==> config.mk <==
export PLATFORM = sky130hd
export DESIGN_NAME = arbitro_display_7seg_flat
export DESIGN_NICKNAME = d
export VERILOG_FILES = /design/src/rtl/arbitro_display_7seg_pkg.sv /design/src/rtl/arbitro_display_7seg_if.sv /design/src/rtl/arbitro_display_7seg_contador.sv /design/src/rtl/arbitro_display_7seg.sv /design/src/flat_wrapper.sv
export SDC_FILE = /design/constraint.sdc
export NUM_CORES = 1
export LEC_CHECK = 0
export BUFFER_PORTS_ARGS = -buffer_cell sky130_fd_sc_hd__buf_2
export CORE_MARGIN = 2
export CORE_UTILIZATION = 30
export CTS_BUF_LIST = sky130_fd_sc_hd__clkbuf_4
export DETAILED_ROUTE_END_ITERATION = 16
export HOLD_SLACK_MARGIN = 0.06
export PLACE_DENSITY = 0.46
export SYNTH_ARGS = -nofsm -noshare
export SYNTH_HDL_FRONTEND = slang
export SYNTH_SLANG_ARGS = --single-unit
export TNS_END_PERCENT = 30
==> constraint.sdc <==
create_clock -name i_Reloj -period 6.26 [get_ports i_Reloj]
set_input_delay 0.626 -clock i_Reloj [delete_from_list [all_inputs] [get_ports i_Reloj]]
set_output_delay 0.626 -clock i_Reloj [all_outputs]
set_load 0.01 [all_outputs]
==> src/rtl/arbitro_display_7seg_pkg.sv <==
// -----------------------------------------------------------------------------
// display_pkg
// Shared types and constants for the two-requester 7-segment display arbiter.
//   estado_t       : arbiter state (IDLE, GNT_A, GNT_B)
//   solicitante_t  : requester id, used to remember who was served last
//   IDLE_PATTERN_DEF : default nibbles shown while nobody owns the display
//   DIGx_LSB / DIG_ANCHO : bit position and width of each digit in a 16-bit word
// -----------------------------------------------------------------------------
package display_pkg;

   typedef enum logic [1:0] {
      IDLE  = 2'd0,
      GNT_A = 2'd1,
      GNT_B = 2'd2
   } estado_t;

   typedef enum logic {
      REQ_A = 1'b0,
      REQ_B = 1'b1
   } solicitante_t;

   localparam logic [15:0] IDLE_PATTERN_DEF = 16'h0000;

   localparam int DIG_ANCHO = 4;
   localparam int DIG0_LSB  = 0;
   localparam int DIG1_LSB  = 4;
   localparam int DIG2_LSB  = 8;
   localparam int DIG3_LSB  = 12;

endpackage

==> src/rtl/arbitro_display_7seg_if.sv <==
// -----------------------------------------------------------------------------
// arbitro_display_7seg_if
// Bundles the requester handshakes and the digit bus of the display arbiter.
//   i_Req_A/B, i_Datos_A/B : requester level requests and 16-bit digit words
//   o_Gnt_A/B              : ownership flags back to the requesters
//   o_Datos_0..3           : digits towards the display controller
//   o_Retencion            : minimum-hold window still running
// modport master : requester side (drives requests, observes grants/digits)
// modport slave  : arbiter side
// -----------------------------------------------------------------------------
interface arbitro_display_7seg_if;

   logic        i_Req_A;
   logic [15:0] i_Datos_A;
   logic        i_Req_B;
   logic [15:0] i_Datos_B;
   logic        o_Gnt_A;
   logic        o_Gnt_B;
   logic [3:0]  o_Datos_0;
   logic [3:0]  o_Datos_1;
   logic [3:0]  o_Datos_2;
   logic [3:0]  o_Datos_3;
   logic        o_Retencion;

   modport master (
      output i_Req_A, i_Datos_A, i_Req_B, i_Datos_B,
      input  o_Gnt_A, o_Gnt_B, o_Datos_0, o_Datos_1, o_Datos_2, o_Datos_3,
             o_Retencion
   );

   modport slave (
      input  i_Req_A, i_Datos_A, i_Req_B, i_Datos_B,
      output o_Gnt_A, o_Gnt_B, o_Datos_0, o_Datos_1, o_Datos_2, o_Datos_3,
             o_Retencion
   );

endinterface

==> src/rtl/arbitro_display_7seg_contador.sv <==
// -----------------------------------------------------------------------------
// contador_retencion
// Loadable, saturating down-counter that times the minimum hold of a grant.
//   i_Reloj  : clock
//   i_Reset  : asynchronous active-high reset (count cleared)
//   i_Cargar : load HOLD_CYCLES-1 on the next edge
//   o_Cero   : registered flag, high while the count is zero
// -----------------------------------------------------------------------------
module contador_retencion #(
   parameter int HOLD_CYCLES = 12_000_000
) (
   input  logic i_Reloj,
   input  logic i_Reset,
   input  logic i_Cargar,
   output logic o_Cero
);

   localparam int               ANCHO = $clog2(HOLD_CYCLES + 1);
   localparam logic [ANCHO-1:0] CARGA = ANCHO'(HOLD_CYCLES - 1);
   localparam logic [ANCHO-1:0] UNO   = ANCHO'(1);

   logic [ANCHO-1:0] r_Cuenta;
   logic             r_Cero;

   // Count register plus a zero flag kept in step so o_Cero comes straight from a flop.
   always_ff @(posedge i_Reloj or posedge i_Reset) begin
      if (i_Reset) begin
         r_Cuenta <= '0;
         r_Cero   <= 1'b1;
      end else if (i_Cargar) begin
         r_Cuenta <= CARGA;
         r_Cero   <= (CARGA == '0);
      end else if (r_Cuenta != '0) begin
         r_Cuenta <= r_Cuenta - UNO;
         r_Cero   <= (r_Cuenta == UNO);
      end else begin
         r_Cuenta <= r_Cuenta;
         r_Cero   <= 1'b1;
      end
   end

   assign o_Cero = r_Cero;

endmodule

==> src/rtl/arbitro_display_7seg.sv <==
// -----------------------------------------------------------------------------
// arbitro_display_7seg
// Round-robin arbiter sharing one 4-digit 7-segment controller between A and B.
//   i_Reloj : clock (rising edge)
//   i_Reset : asynchronous active-high reset
//   bus     : slave side of arbitro_display_7seg_if (requests, grants, digits,
//             hold-window flag)
// A grant is held at least HOLD_CYCLES cycles unless its owner drops the
// request; with no grant the digits show IDLE_PATTERN.
// -----------------------------------------------------------------------------
module arbitro_display_7seg
   import display_pkg::*;
#(
   parameter int          HOLD_CYCLES  = 12_000_000,
   parameter logic [15:0] IDLE_PATTERN = IDLE_PATTERN_DEF
) (
   input  logic                 i_Reloj,
   input  logic                 i_Reset,
   arbitro_display_7seg_if.slave bus
);

   estado_t      r_Estado;
   estado_t      w_Sig_Estado;
   solicitante_t r_Ultimo;
   logic         r_Gnt_A;
   logic         r_Gnt_B;
   logic [3:0]   r_Datos_0;
   logic [3:0]   r_Datos_1;
   logic [3:0]   r_Datos_2;
   logic [3:0]   r_Datos_3;
   logic [15:0]  w_Fuente;
   logic         w_Cargar;
   logic         w_Cero;

   contador_retencion #(
      .HOLD_CYCLES (HOLD_CYCLES)
   ) u_contador (
      .i_Reloj  (i_Reloj),
      .i_Reset  (i_Reset),
      .i_Cargar (w_Cargar),
      .o_Cero   (w_Cero)
   );

   // Next-state decision; an owner dropping its request always wins over the hold.
   always_comb begin
      w_Sig_Estado = r_Estado;
      case (r_Estado)
         IDLE: begin
            if (bus.i_Req_A && bus.i_Req_B) begin
               w_Sig_Estado = (r_Ultimo == REQ_B) ? GNT_A : GNT_B;
            end else if (bus.i_Req_A) begin
               w_Sig_Estado = GNT_A;
            end else if (bus.i_Req_B) begin
               w_Sig_Estado = GNT_B;
            end else begin
               w_Sig_Estado = IDLE;
            end
         end
         GNT_A: begin
            if (!bus.i_Req_A) begin
               w_Sig_Estado = bus.i_Req_B ? GNT_B : IDLE;
            end else if (w_Cero && bus.i_Req_B) begin
               w_Sig_Estado = GNT_B;
            end else begin
               w_Sig_Estado = GNT_A;
            end
         end
         GNT_B: begin
            if (!bus.i_Req_B) begin
               w_Sig_Estado = bus.i_Req_A ? GNT_A : IDLE;
            end else if (w_Cero && bus.i_Req_A) begin
               w_Sig_Estado = GNT_A;
            end else begin
               w_Sig_Estado = GNT_B;
            end
         end
         default: begin
            w_Sig_Estado = IDLE;
         end
      endcase
   end

   // Entering any grant (from IDLE or from the other owner) restarts the hold window.
   always_comb begin
      w_Cargar = (w_Sig_Estado != r_Estado) && (w_Sig_Estado != IDLE);
   end

   // Digit source follows the next state so data switches on the same edge as the grant.
   always_comb begin
      w_Fuente = IDLE_PATTERN;
      case (w_Sig_Estado)
         GNT_A:   w_Fuente = bus.i_Datos_A;
         GNT_B:   w_Fuente = bus.i_Datos_B;
         default: w_Fuente = IDLE_PATTERN;
      endcase
   end

   // State, grants, digits and last-served register.
   always_ff @(posedge i_Reloj or posedge i_Reset) begin
      if (i_Reset) begin
         r_Estado  <= IDLE;
         r_Ultimo  <= REQ_B;
         r_Gnt_A   <= 1'b0;
         r_Gnt_B   <= 1'b0;
         r_Datos_0 <= IDLE_PATTERN[DIG0_LSB +: DIG_ANCHO];
         r_Datos_1 <= IDLE_PATTERN[DIG1_LSB +: DIG_ANCHO];
         r_Datos_2 <= IDLE_PATTERN[DIG2_LSB +: DIG_ANCHO];
         r_Datos_3 <= IDLE_PATTERN[DIG3_LSB +: DIG_ANCHO];
      end else begin
         r_Estado  <= w_Sig_Estado;
         r_Gnt_A   <= (w_Sig_Estado == GNT_A);
         r_Gnt_B   <= (w_Sig_Estado == GNT_B);
         r_Datos_0 <= w_Fuente[DIG0_LSB +: DIG_ANCHO];
         r_Datos_1 <= w_Fuente[DIG1_LSB +: DIG_ANCHO];
         r_Datos_2 <= w_Fuente[DIG2_LSB +: DIG_ANCHO];
         r_Datos_3 <= w_Fuente[DIG3_LSB +: DIG_ANCHO];
         if (w_Cargar) begin
            r_Ultimo <= (w_Sig_Estado == GNT_A) ? REQ_A : REQ_B;
         end else begin
            r_Ultimo <= r_Ultimo;
         end
      end
   end

   assign bus.o_Gnt_A     = r_Gnt_A;
   assign bus.o_Gnt_B     = r_Gnt_B;
   assign bus.o_Datos_0   = r_Datos_0;
   assign bus.o_Datos_1   = r_Datos_1;
   assign bus.o_Datos_2   = r_Datos_2;
   assign bus.o_Datos_3   = r_Datos_3;
   // Zero flag is a flop, so the inversion is glitch-free.
   assign bus.o_Retencion = ~w_Cero;

endmodule

==> src/flat_wrapper.sv <==
// flat-port wrapper written by rule: the top's interface ports become plain ports
module arbitro_display_7seg_flat import display_pkg::*;
#(
   parameter int          HOLD_CYCLES  = 12_000_000,
   parameter logic [15:0] IDLE_PATTERN = IDLE_PATTERN_DEF
)
  (i_Reloj, i_Reset, bus_i_Req_A, bus_i_Datos_A, bus_i_Req_B, bus_i_Datos_B, bus_o_Gnt_A, bus_o_Gnt_B, bus_o_Datos_0, bus_o_Datos_1, bus_o_Datos_2, bus_o_Datos_3, bus_o_Retencion);
  arbitro_display_7seg_if bus_i ();
  input  logic i_Reloj;
  input  logic i_Reset;
  input wire logic [$bits(bus_i.i_Req_A)-1:0] bus_i_Req_A;
  input wire logic [$bits(bus_i.i_Datos_A)-1:0] bus_i_Datos_A;
  input wire logic [$bits(bus_i.i_Req_B)-1:0] bus_i_Req_B;
  input wire logic [$bits(bus_i.i_Datos_B)-1:0] bus_i_Datos_B;
  output wire logic [$bits(bus_i.o_Gnt_A)-1:0] bus_o_Gnt_A;
  output wire logic [$bits(bus_i.o_Gnt_B)-1:0] bus_o_Gnt_B;
  output wire logic [$bits(bus_i.o_Datos_0)-1:0] bus_o_Datos_0;
  output wire logic [$bits(bus_i.o_Datos_1)-1:0] bus_o_Datos_1;
  output wire logic [$bits(bus_i.o_Datos_2)-1:0] bus_o_Datos_2;
  output wire logic [$bits(bus_i.o_Datos_3)-1:0] bus_o_Datos_3;
  output wire logic [$bits(bus_i.o_Retencion)-1:0] bus_o_Retencion;
  assign bus_i.i_Req_A = bus_i_Req_A;
  assign bus_i.i_Datos_A = bus_i_Datos_A;
  assign bus_i.i_Req_B = bus_i_Req_B;
  assign bus_i.i_Datos_B = bus_i_Datos_B;
  assign bus_o_Gnt_A = bus_i.o_Gnt_A;
  assign bus_o_Gnt_B = bus_i.o_Gnt_B;
  assign bus_o_Datos_0 = bus_i.o_Datos_0;
  assign bus_o_Datos_1 = bus_i.o_Datos_1;
  assign bus_o_Datos_2 = bus_i.o_Datos_2;
  assign bus_o_Datos_3 = bus_i.o_Datos_3;
  assign bus_o_Retencion = bus_i.o_Retencion;
  arbitro_display_7seg #(.HOLD_CYCLES(HOLD_CYCLES), .IDLE_PATTERN(IDLE_PATTERN)) u_core (.i_Reloj(i_Reloj), .i_Reset(i_Reset), .bus(bus_i));
endmodule
# == Yosys cells after proc, flatten, opt, wreduce, memory -nomap -nowiden ==
# Cells that the tools add are included.
# word_totals
output_inout_bits,19
elab_cells,42
regBits,46
# classes
reduce_logical,8
n_addsub,1
n_mux,16
bitwise_logic,1
n_eq_ne,6
# op_table
cell,count
$mux W24,2
$pmux W16 S2,1
$eq A24 B1 Y1 const B,1
$reduce_bool A24 Y1,1
$sub A24 B1 Y24 const B,1
$mux W2,8
$pmux W2 S3,1
$eq A2 B1 Y1 const B,2
$eq A2 B2 Y1 const B,2
$logic_and A1 B1 Y1,4
$mux W1,4
$reduce_bool A2 Y1,2
$logic_not A2 Y1,1
$ne A2 B2 Y1,1
$not A1 Y1,1

# == Depth between registers and ports, before layout ==
# depth
depth_word,7
depth_mapped,11
ltp_nobuf,9

# == By module ==
# A second synthesis with hierarchy kept.
# hier_totals
hier_cells,253
area_unflattened_um2,2536.2
# by_module_without_submodules
mod,area_per_inst_um2,instances,cells_per_inst,seq_area_each_um2
contador_retencion,1590.3,1,169,626.9
arbitro_display_7seg,945.9,1,84,526.8

# == Least setup slack after synthesis ==
# OpenSTA, ideal clock, no wires.
# synth_path
path_type,register to register
start,register u_core.u_contador.r_Cuenta[3]
end,register u_core.u_contador.r_Cuenta[19]
slack_ns,3.913
path_stages_with_launch,7
setup_time_ns,0.066
arrival_ns,2.281
period_less_slack_ns,2.347
path_cell_list,dfrtp_1 > or4_1 > buf_2 > or3_4 > or3_1 > or4_1 > nand2_1
# synth_via
elab_chain_cells,3
elab_cells_between_ends,5
# synth_rtl
item,line_no,rtl
"start, declared",arbitro_display_7seg_contador.sv:22,logic [ANCHO-1:0] r_Cuenta;
"start signal, assigned",arbitro_display_7seg_contador.sv:34,r_Cuenta <= r_Cuenta - UNO;
"start signal, assigned",arbitro_display_7seg_contador.sv:37,r_Cuenta <= r_Cuenta;
$sub A24 B1 Y24,arbitro_display_7seg_contador.sv:34,
$mux W24,arbitro_display_7seg_contador.sv:33,end else if (r_Cuenta != '0) begin
$mux W24,arbitro_display_7seg_contador.sv:30,end else if (i_Cargar) begin
# Several ways; a longest one is shown, not always the timed one. The select of a mux whose other input is x is not followed.
# A chain may end at the register's enable or synchronous reset.

# == Final worst setup path ==
# layout_path
start,register u_core.u_contador.r_Cuenta[0]
end,register u_core.u_contador.r_Cuenta[13]
# Same word-level chain as after synthesis.

==> flow_results.org <==
** Critical path
- Largest fanout on the critical path :: 10
- Startpoint types :: register
- In this design, the stage delay of the slowest critical-path cell is 0.55 ns.
- The worst setup path is captured at a register.
- For the worst setup path, the data arrival time is 2.82 ns.
- Library cell contributing the largest single delay on the critical path :: sky130_fd_sc_hd__o21ai_1
- The worst setup path is of the register to register kind.
- For the worst setup path, the data required time is 6.51 ns.
- The worst register-to-register path has a setup slack of about 3.7 ns.
- Critical R2R Capture :: u_core.u_contador.r_Cuenta[13]
- In this run the worst setup path begins at u_core.u_contador.r_Cuenta[0].
- Cell Chain, Critical Path :: inv_1 > ha_1 > nor4b_1 > nand4_1 > o21ai_1 > nor4_1 > mux2i_1
- Beginning of the worst register-to-register path :: u_core.u_contador.r_Cuenta[0]
- CP endpoint :: u_core.u_contador.r_Cuenta[13]
- Cell depth of the worst flop-to-flop path :: 7

** Global routing
- Global routing used 14.2% of the available tracks.
- The first global-routing pass estimated 9720 um of wire.
- Via count of the first global-routing pass :: 1947
- Number of antenna violations at the first check in global routing :: 0
- Maximum number of pins on one net before global-route repair :: between 40 and 50
- Final global-route overflow total :: 0

** Power and ir drop
- Internal power contribution :: 445 uW
- In this run, flip-flops and latches consume 52.2% of the power.
- Switching power of the nets :: 227 uW
- Pwr per Cell Area :: 242 nW/um2
- Power share of the clock group :: 21.9%
- VDD sags by at most 0.115 mV.
- Combinational cells account for 25.9% of the total power.
- Leakage :: 1.14 nW
- Net Sw Frac :: 33.8%

** STA
- Adding up every negative setup slack in the final design gives 0 ns.
- Relative slew slack :: 35.4%
- Setup repair after global routing left no endpoint under its margin.
- Slew at the pin with the worst max-slew slack :: about 0.97 ns
- The worst path uses 41.0% of the clock period.
- Number of pins with negative max-slew slack in the final report :: 0
- Setup Viol. Count Final :: 0
- The clock arrives with 0.00874 ns of skew.
- Final min period :: between 2 and 3 ns
- Timing would allow up to 390 MHz.
- Count of endpoints failing hold in the final timing report :: 0

** Final layout
- Antenna diode count :: 0
- Fill count :: 778
- Summing all non-filler instances in the final layout gives an area of 2780 um2.
- Fin nets :: 337
- The post-route netlist has 23.4% of its cells at a drive strength greater than 1.
- From synthesis to final layout, the design area changed by 18.3%.

** Clock tree
- Largest buffer count on any clock path :: 2
- CTS placed an instance of sky130_fd_sc_hd__clkbuf_4 at the clock tree root.
- TritonCTS created 5 clock buffers.
- Clock-pin slew was measured on the worst setup and hold paths at 0.14 ns.
- TritonCTS built the clock tree.
- The number of gates resized after CTS was 0.
- Skew-Pair Late Insertion Delay :: 0.36 ns
- Once the clock tree was built, the setup fixing pass inserted 0 buffers.
- Quantity of hold-fixing buffers added after cts :: 0
- CTS HTree Levels :: 2
- For this design, the sink count on the clock tree is 46.

** Floorplanning
- The total area inside the core boundary comes to 7650 um2.
- In this run the vertical extent of the chip is 92.5 um.
- Initial cell density of the core :: 30.7%
- Width of the chip :: 92.5 um
- Top Ports :: 55
- The floorplan step defined a die boundary enclosing 8550 um2.
- Number of placement rows :: 32

** Detailed routing
- After detailed routing, the average wire length per cell comes to 13.8 um.
- Routed vias :: a little under 2000
- Met1 Routed Length :: 2600 um
- After detailed routing, the number of vias per cell comes to between 4 and 5.
- For this block, the initial DRC count from the detailed router was 106.
- The count of nets left with antenna violations once routing finished came out at 0.
- Post-route DRC violation count :: 0
- The final layout contains routed wiring with a total length of 5480 um.
- Top Layer Used :: met4
- After detailed routing, the met2 layer carries 2380 um of wire.
- Met3 Wirelength :: 395 um
- First-pass DRT Iterations :: 4

** Logic synthesis
- Dividing the synthesized area by the synthesized cell count gives 9.74 um2.
- Counting flops and latches in the post-synthesis netlist gives 46.
- Yosys synthesis warning count :: 0
- Post-Synthesis Cells :: 241
- Post-synthesis cell type count :: 36
- In the synthesized netlist the dominant register cell turns out to be sky130_fd_sc_hd__dfrtp_1.
- Share of the yosys chip area belonging to registers :: 49.1%
- Synth Cell Area :: 2350 um2
- The number of nets handed over by synthesis was 284.
- After synthesis, the share of flip-flops with an asynchronous set or reset is 100%.
- Number of enable-type register cells in the synthesized netlist :: 0

** Outcome
- Result of the run :: completed

** Place
- The congestion estimate from routability-driven global placement came to just under 0.8.
- # port buffers :: 54
- Dpl cell area :: roughly 2700 um2
- The wire-length estimate of the detail-placed layout is 3910 um.

** Job
- Max-cap violations in this run came to 0.

** Hold path
- Worst Hold Class :: primary input to asynchronous set/reset pin
[synth_stat cells, drive strengths merged (3+ instances only)]
cell type	number	share of area [%]
xor2	12	4.5
nand2	23	3.7
o2111ai	4	1.5
nor4	8	2.1
or3	6	1.8
nor3	9	1.9
mux2i	3	1.3
xnor2	3	1.1
ha	7	3.7
nor2b	19	5.1
nor2	17	2.7
dfrtp	44	47
or4	5	1.6
inv	9	1.4
clkbuf	8	1.3
a22oi	16	5.1
o211ai	5	1.6
o21ai	13	2.8
nand4	5	1.3
nand3	7	1.5
[per-layer routing]
metal | GRT usage [%] | vias up
li1 | - | 976
met1 | 19.3 | 901
met2 | 21.5 | 60
met3 | 4.31 | 9
met4 | 5.10 | 0
met5 | 0 | -
[flip-flops by register name (all words and copies together) (netlist names)]
signal / count
u_core.bus.o_Gnt_B: 1
u_core.u_contador.o_Cero: 1
u_core.bus.o_Datos_1: 4
u_core.bus.o_Datos_0: 4
u_core.bus.o_Datos_2: 4
u_core.bus.o_Gnt_A: 1
u_core.bus.o_Datos_3: 4
u_core.r_Estado: 2
u_core.u_contador.r_Cuenta: 24
u_core.r_Ultimo: 1
[power groups by stage]
stage	clock (mW)	sequential [mW]	combinational, mW
2_1_floorplan	0	0.360	0.111
3_3_place_gp	0	0.356	0.182
3_5_place_dp	0	0.356	0.179
4_1_cts	0.157	0.351	0.179
5_1_grt	0.170	0.356	0.201
6_report	0.147	0.351	0.174
[kinds of logic (layout without fill, tap and decap cells)]
kind of cell / count (synthesis) / after routing / share of synthesized area, %
xor gates and xnor gates: 15 / 15 / 5.59
muxes: 3 / 3 / 1.28
buffers and inverters: 18 / 72 / 2.93
DFF: 46 / 46 / 49.1
AOI/OAI and AO/OA: 43 / 43 / 12.6
adders and majority gates: 7 / 7 / 3.73
and+or+nand+nor: 109 / 109 / 24.8
[cells in the final DEF (no fill, tap or decap), drive strengths merged, types with 3 or more instances in the layout]
cell     instances
a22oi           16
buf             55
clkbuf           5
dfrtp           44
ha               7
inv              9
mux2i            3
nand2           23
nand3            7
nand4            5
nor2            17
nor2b           19
nor3             9
nor4             8
o2111ai          4
o211ai           5
o21ai           13
or3              6
or4              5
xnor2            3
xor2            12
[cell type report]
cell class	instances	area, um2	area share (%)
flip-flops and latches	46	1150	41.5
multi-input cells	177	1130	40.5
repair buffers	55	278	10.0
well taps	102	128	4.59
clock buffers	5	37.5	1.35
inverters	9	33.8	1.22
clock inverters	3	21.3	0.766
[critical path, delay by kind of cell, from the launching register on]
kind,cells,cell delay (ns)
AO/OA/AOI/OAI,1,0.55
adder cells (fa/ha/maj),1,0.20
buffers and inverters,1,0.12
flip-flops,1,0.43
multiplexers,1,0.14
AND/OR/NAND/NOR,3,1.02
[how the worst min path moves through the flow]
stage	from	to	slack (ns)
finish	i_Reset	u_core.u_contador.r_Cuenta[2]	0.47
global route	bus_i_Datos_A[9]	u_core.bus.o_Datos_2[1]	0.51
CTS	bus_i_Datos_A[6]	u_core.bus.o_Datos_1[2]	0.49
detailed placement	u_core.r_Ultimo	u_core.r_Ultimo	0.49
global placement	u_core.r_Ultimo	u_core.r_Ultimo	0.48
floorplan	u_core.r_Ultimo	u_core.r_Ultimo	0.47
[stage by stage]
step | std cells | hold WS [ns] | worst slack, ns | utilization (%) | power, mW
after floorplan | 241 | 0.465 | 3.91 | - | 0.471
final | 397 | 0.472 | 3.69 | 36.3 | 0.673
after global placement | 389 | 0.478 | 3.80 | 35.6 | 0.538
after CTS | 397 | 0.492 | 3.67 | 36.3 | 0.688
after detailed placement | 389 | 0.485 | 3.67 | 35.6 | 0.535
after global routing | 397 | 0.514 | 3.43 | 36.3 | 0.727
No activity file was read; power rests on OpenSTA's default activity.
